## src/rtl/msrv32_pkg.sv

```systemverilog
// Shared MSRV32 constants: register-file geometry, x0 index and write-back mux select codes.
// The optional same-cycle write-through is enabled by defining MSRV32_RF_BYPASS_EN.
package msrv32_pkg;

  localparam int XLEN   = 32;
  localparam int NREGS  = 32;
  localparam int ADDR_W = $clog2(NREGS);

  localparam logic [ADDR_W-1:0] REG_ZERO = 5'd0;

  typedef enum logic [2:0] {
    WB_ALU      = 3'd0,
    WB_LOAD     = 3'd1,
    WB_IMM      = 3'd2,
    WB_IADDER   = 3'd3,
    WB_CSR      = 3'd4,
    WB_PC_PLUS4 = 3'd5
  } wb_sel_e;

  function automatic logic [NREGS-1:0] reg_onehot(input logic [ADDR_W-1:0] a);
    reg_onehot    = '0;
    reg_onehot[a] = 1'b1;
  endfunction

endpackage

```

## src/rtl/msrv32_scoreboard.sv

```systemverilog
// Per-register busy tracking and RAW stall generation for the MSRV32 register file.
// With MSRV32_RF_BYPASS_EN a write-back to the same register resolves the stall that cycle.
module msrv32_scoreboard
  import msrv32_pkg::*;
(
  input  logic              clk_in,
  input  logic              rst_in,
  input  logic              i_commit,
  input  logic [ADDR_W-1:0] i_commit_addr,
  input  logic              i_flush,
  input  logic              i_issue_valid,
  input  logic              i_issue_rd_wr,
  input  logic [ADDR_W-1:0] i_issue_rd_addr,
  input  logic [ADDR_W-1:0] i_rs_1_addr,
  input  logic [ADDR_W-1:0] i_rs_2_addr,
  output logic              o_hazard_stall
);

  logic [NREGS-1:0] r_busy;
  logic [NREGS-1:0] w_clr;
  logic [NREGS-1:0] w_set;
  logic [NREGS-1:0] w_busy_next;
  logic             w_res_1;
  logic             w_res_2;
  logic             w_stall_1;
  logic             w_stall_2;

`ifdef MSRV32_RF_BYPASS_EN
  assign w_res_1 = i_commit & (i_commit_addr == i_rs_1_addr);
  assign w_res_2 = i_commit & (i_commit_addr == i_rs_2_addr);
`else
  assign w_res_1 = 1'b0;
  assign w_res_2 = 1'b0;
`endif

  assign w_stall_1      = r_busy[i_rs_1_addr] & (i_rs_1_addr != REG_ZERO) & ~w_res_1;
  assign w_stall_2      = r_busy[i_rs_2_addr] & (i_rs_2_addr != REG_ZERO) & ~w_res_2;
  assign o_hazard_stall = w_stall_1 | w_stall_2;

  // Set is applied after clear so a same-cycle reissue of the committing rd stays busy.
  assign w_clr = i_commit ? reg_onehot(i_commit_addr) : '0;
  assign w_set = (i_issue_valid & i_issue_rd_wr & ~o_hazard_stall & (i_issue_rd_addr != REG_ZERO))
               ? reg_onehot(i_issue_rd_addr) : '0;
  assign w_busy_next = ((r_busy & ~w_clr) | w_set) & ~reg_onehot(REG_ZERO);

  // Busy vector; flush wipes every entry ahead of any issue.
  always_ff @(posedge clk_in or posedge rst_in) begin
    if (rst_in) begin
      r_busy <= '0;
    end else if (i_flush) begin
      r_busy <= '0;
    end else begin
      r_busy <= w_busy_next;
    end
  end

endmodule

```

## src/rtl/msrv32_integer_file_wb.sv

```systemverilog
// MSRV32 write-back stage: 32x32 integer register file, two combinational read ports, busy
// scoreboard and commit flag. Define MSRV32_RF_BYPASS_EN for same-cycle write-through reads.
module msrv32_integer_file_wb
  import msrv32_pkg::*;
(
  input  logic              clk_in,
  input  logic              rst_in,
  input  logic              wb_valid_in,
  input  logic              wb_rf_wr_en_in,
  input  logic [ADDR_W-1:0] wb_rd_addr_in,
  input  logic [XLEN-1:0]   wb_data_in,
  input  logic              flush_in,
  input  logic              issue_valid_in,
  input  logic              issue_rd_wr_in,
  input  logic [ADDR_W-1:0] issue_rd_addr_in,
  input  logic [ADDR_W-1:0] rs_1_addr_in,
  input  logic [ADDR_W-1:0] rs_2_addr_in,
  output logic [XLEN-1:0]   rs_1_out,
  output logic [XLEN-1:0]   rs_2_out,
  output logic              hazard_stall_out,
  output logic              wb_commit_out
);

  logic [XLEN-1:0] r_regs [NREGS];
  logic            r_commit;
  logic            w_commit;
  logic            w_byp_1;
  logic            w_byp_2;

  assign w_commit = wb_valid_in & wb_rf_wr_en_in & ~flush_in & (wb_rd_addr_in != REG_ZERO);

`ifdef MSRV32_RF_BYPASS_EN
  assign w_byp_1 = w_commit & (wb_rd_addr_in == rs_1_addr_in);
  assign w_byp_2 = w_commit & (wb_rd_addr_in == rs_2_addr_in);
`else
  assign w_byp_1 = 1'b0;
  assign w_byp_2 = 1'b0;
`endif

  // Register array; x0 is excluded by the commit qualifier.
  always_ff @(posedge clk_in or posedge rst_in) begin
    if (rst_in) begin
      for (int i = 0; i < NREGS; i++) begin
        r_regs[i] <= '0;
      end
    end else if (w_commit) begin
      r_regs[wb_rd_addr_in] <= wb_data_in;
    end
  end

  // Commit flag for the next stage.
  always_ff @(posedge clk_in or posedge rst_in) begin
    if (rst_in) begin
      r_commit <= 1'b0;
    end else begin
      r_commit <= w_commit;
    end
  end

  assign wb_commit_out = r_commit;

  // Read ports: x0 forced to zero, optional write-through of the committing value.
  always_comb begin
    rs_1_out = '0;
    rs_2_out = '0;
    if (rs_1_addr_in == REG_ZERO) begin
      rs_1_out = '0;
    end else if (w_byp_1) begin
      rs_1_out = wb_data_in;
    end else begin
      rs_1_out = r_regs[rs_1_addr_in];
    end
    if (rs_2_addr_in == REG_ZERO) begin
      rs_2_out = '0;
    end else if (w_byp_2) begin
      rs_2_out = wb_data_in;
    end else begin
      rs_2_out = r_regs[rs_2_addr_in];
    end
  end

  msrv32_scoreboard u_scoreboard (
    .clk_in          (clk_in),
    .rst_in          (rst_in),
    .i_commit        (w_commit),
    .i_commit_addr   (wb_rd_addr_in),
    .i_flush         (flush_in),
    .i_issue_valid   (issue_valid_in),
    .i_issue_rd_wr   (issue_rd_wr_in),
    .i_issue_rd_addr (issue_rd_addr_in),
    .i_rs_1_addr     (rs_1_addr_in),
    .i_rs_2_addr     (rs_2_addr_in),
    .o_hazard_stall  (hazard_stall_out)
  );

endmodule

```

## config.mk

```make
export PLATFORM = sky130hd
export DESIGN_NAME = msrv32_integer_file_wb
export DESIGN_NICKNAME = d
export VERILOG_FILES = /design/src/rtl/msrv32_pkg.sv /design/src/rtl/msrv32_scoreboard.sv /design/src/rtl/msrv32_integer_file_wb.sv
export SDC_FILE = /design/constraint.sdc
export NUM_CORES = 2
export LEC_CHECK = 0
export CAP_MARGIN = 0
export CORE_AREA = 2 2 325 327
export DETAILED_ROUTE_END_ITERATION = 10
export DIE_AREA = 0 0 327 329
export GPL_ROUTABILITY_DRIVEN = 0
export HOLD_SLACK_MARGIN = 0.15
export PLACE_DENSITY = 0.72
export SKIP_CTS_REPAIR_TIMING = 1
export SLEW_MARGIN = 10
export SYNTH_ARGS = -nofsm -noshare
export SYNTH_HDL_FRONTEND = slang
export SYNTH_SLANG_ARGS = --single-unit
```

## constraint.sdc

```tcl
create_clock -name clk_in -period 63.5 [get_ports clk_in]
set_input_delay 9.525 -clock clk_in [delete_from_list [all_inputs] [get_ports clk_in]]
set_output_delay 9.525 -clock clk_in [all_outputs]
set_load 0.005 [all_outputs]
```

==> flow_summary_export.csv <==
group,metric,value,unit
final_layout,drive_gt1_share,45.9,%
placed_design,post-place-ws,40.20,ns
outcome,status,"finished, final reports clean",
logic_synthesis,yosys_warnings,0,
logic_synthesis,synthesis.area,56900,um^2
power,vdd_drop_max,0.0000212,V
timing,setup_ws,40.19,ns
floorplan,dieArea,108000,um^2
grt,grt-ovfl-total,0,
logic_synthesis,ys_ff_latch,1056,
critical_path,crit_path_end_kind,"output port",
final_layout,final_cell_area,62500,um^2
timing,clock_skew,0.0106,ns
logic_synthesis,ys_seq_area_share,46.4,%
floorplan,core_area,104000,um^2
critical_path,path_max_fanout,85,
timing,drv_slew,0,
grt,track_usage,30.9,%
final_layout,nets,3807,
final_layout,layout_common_cells,"1056 x dfrtp_1, 993 x mux2_2, 458 x mux4_2",
power,combPwrFrac,13.3,%
logic_synthesis,synth_ff_type,"dfrtp_1",
floorplan,initial_core_util,54.5,%
drt,vias,36563,
timing,worstMarginPinSlew,1.17,ns
logic_synthesis,netlist_instances,3896,
drt,wl_per_cell,31.6,um
logic_synthesis,ys_types,43,
final_layout,syn2layout_area_growth,9.72,%
timing,fin_tns_setup,0,ns
flow_run,drv_cap,0,
critical_path,cp.arrival,13.78,ns
clock_network,worstSkewPairLatency,0.71,ns
critical_path,startpoint_type,"primary input",
clock_network,cts-buffers-inserted,111,
clock_network,clock_sinks,1056,
drt,vias_per_cell,6.99,
drt,antenna_left,0,
drt,dr.pass1.iters,8,
power,sw_frac_of_total,25.6,%
grt,grt_max_degree,181,
critical_path,critPathKind,"primary input to output port",
drt,drcViolationCount,0,
timing,finalCritPeriodShare,36.7,%
clock_network,cts_root_buffer,"clkbuf_16",
power,power_frac_seq,46.3,%
floorplan,die_w,327,um
drt,wl,165000,um
logic_synthesis,synth_nets,3955,
power,power_switching,421,uW
power,p_clk_share,40.3,%
critical_path,worst_ep_required_time,53.97,ns
power,p_leak,28.2,nW
logic_synthesis,synth_edf_count,0,
timing,hold_viol_final,0,
logic_synthesis,synth-async-reset-ratio,100,%
power,power_density,26.4,nW/um^2
drt,drt_iter0_drc,3863,
placed_design,port_buffers,124,
timing,slew_headroom,21.6,%
clock_network,clockBufferDepth,3,
power,p_int,1.23,mW
placed_design,hpwlAfterDp,84600,um
grt,grt_antenna_before_repair,3,
clock_network,cts-htree-levels,3,
clock_network,clk_pin_slew,0.06,ns
grt,grt_pass1_vias,37192,
timing,finalSetupViolations,0,
clock_network,cts_tree,"yes",
floorplan,fp.dieH,329,um
worst_hold_path,hold_path.class,"register to register",
placed_design,post_dp_cell_area,58700,um^2
final_layout,mostFrequentLayoutCell,"dfrtp_1",
floorplan,ios,125,
timing,fin_crit,23.31,ns
timing,rsz0062_at_grt,"false",
floorplan,rows,119,
grt,grt_first_pass_wirelength,247000,um
logic_synthesis,syn_avg_cell_area,14.6,um^2
timing,timing.fmax,42.9,MHz
-- registers in the layout, indices dropped and copies added (netlist names) --
register and count:
u_scoreboard.r_busy 31, r_regs 1024, wb_commit_out 1
-- through the flow --
stage | util (%) | hold slack, ns | instances | power (mW)
floorplan | - | 0.441 | 3896 | 0.930
global placement | 56.3 | 0.376 | 5026 | 0.985
detailed placement | 56.3 | 0.383 | 5026 | 0.993
CTS | 59.8 | 0.396 | 5227 | 1.65
global route | 59.8 | 0.401 | 5228 | 1.70
finish | 59.8 | 0.393 | 5229 | 1.65
-- Yosys cell counts (all sizes together), types with 2 or more instances --
master | count | area share [%]
clkbuf | 279 | 1.8
or3 | 2 | 0.022
nand4 | 3 | 0.033
o22ai | 67 | 0.75
nor3b | 7 | 0.092
a2111oi | 3 | 0.079
nor3 | 14 | 0.13
or2 | 4 | 0.044
o21ai | 18 | 0.16
inv | 6 | 0.040
or3b | 12 | 0.18
nand2 | 98 | 0.65
nand2b | 2 | 0.022
and3 | 7 | 0.077
mux2i | 268 | 4.7
mux4 | 458 | 18
buf | 171 | 1.6
and2 | 70 | 0.77
nand3b | 27 | 0.36
nand3 | 5 | 0.044
o221ai | 131 | 2.0
dfrtp | 1056 | 46
nor2b | 3 | 0.033
or4 | 2 | 0.026
mux2 | 993 | 20
a21oi | 65 | 0.57
nor2 | 19 | 0.13
and3b | 4 | 0.062
o31ai | 95 | 1.3
-- cell families (layout without fill, tap and decap cells) --
kind of cell	after synthesis	count (layout)	synth area share, %
other	0	2	0
AOI/OAI and AO/OA	383	383	4.89
and+or+nand+nor	282	282	2.71
muxes	1719	1719	42.5
DFF	1056	1056	46.4
buffers and inverters	456	396	3.51
-- routing by layer --
layer	wire, um	track usage (%)
met5	13	0
met1	67700	42.6
met3	12200	5.43
met4	6520	11.4
met2	78800	49.7
-- worst max-delay path: stages --
cell and delay (ns):
buf_8 0.55, buf_12 0.62, buf_4 0.79, mux4_2 0.59, mux4_2 0.47, nand2_1 0.10, o31ai_1 0.11, and2_1 0.28
clkdlybuf4s50_1 0.48
-- final timing paths --
check / startpoint / slack (ns) / cells past startpoint / endpoint
min in group asynchronous: rst_in / 9.36 / 2 / r_regs[805]
worst max register to register: u_scoreboard.r_busy[26] / 60.75 / 6 / u_scoreboard.r_busy[20]
max in group asynchronous: rst_in / 50.40 / 6 / r_regs[23]
worst max-delay path: rs_2_addr_in[0] / 40.19 / 9 / rs_2_out[17]
worst min-delay path: r_regs[1006] / 0.39 / 0 / r_regs[1006]
worst min register to register: r_regs[1006] / 0.39 / 0 / r_regs[1006]
-- power by group through the flow --
stage                     combinational (mW)  clock [mW]  sequential (mW)
after detailed placement               0.219           0            0.774
after floorplan                        0.167           0            0.763
after CTS                              0.220       0.672            0.762
after global routing                   0.235       0.700            0.769
after global placement                 0.215           0            0.770
final                                  0.220       0.664            0.763
-- final cells by class --
type / count / area, um^2
Fill cell: 7864 / 41900
Timing Repair Buffer: 189 / 1810
Clock inverter: 36 / 442
Antenna cell: 2 / 5.00
Tap cell: 1391 / 1740
Inverter: 6 / 37.5
Multi-Input combinational cell: 2384 / 28700
Clock buffer: 165 / 3300
Sequential cell: 1056 / 26400
No activity file was read; power rests on OpenSTA's default activity.
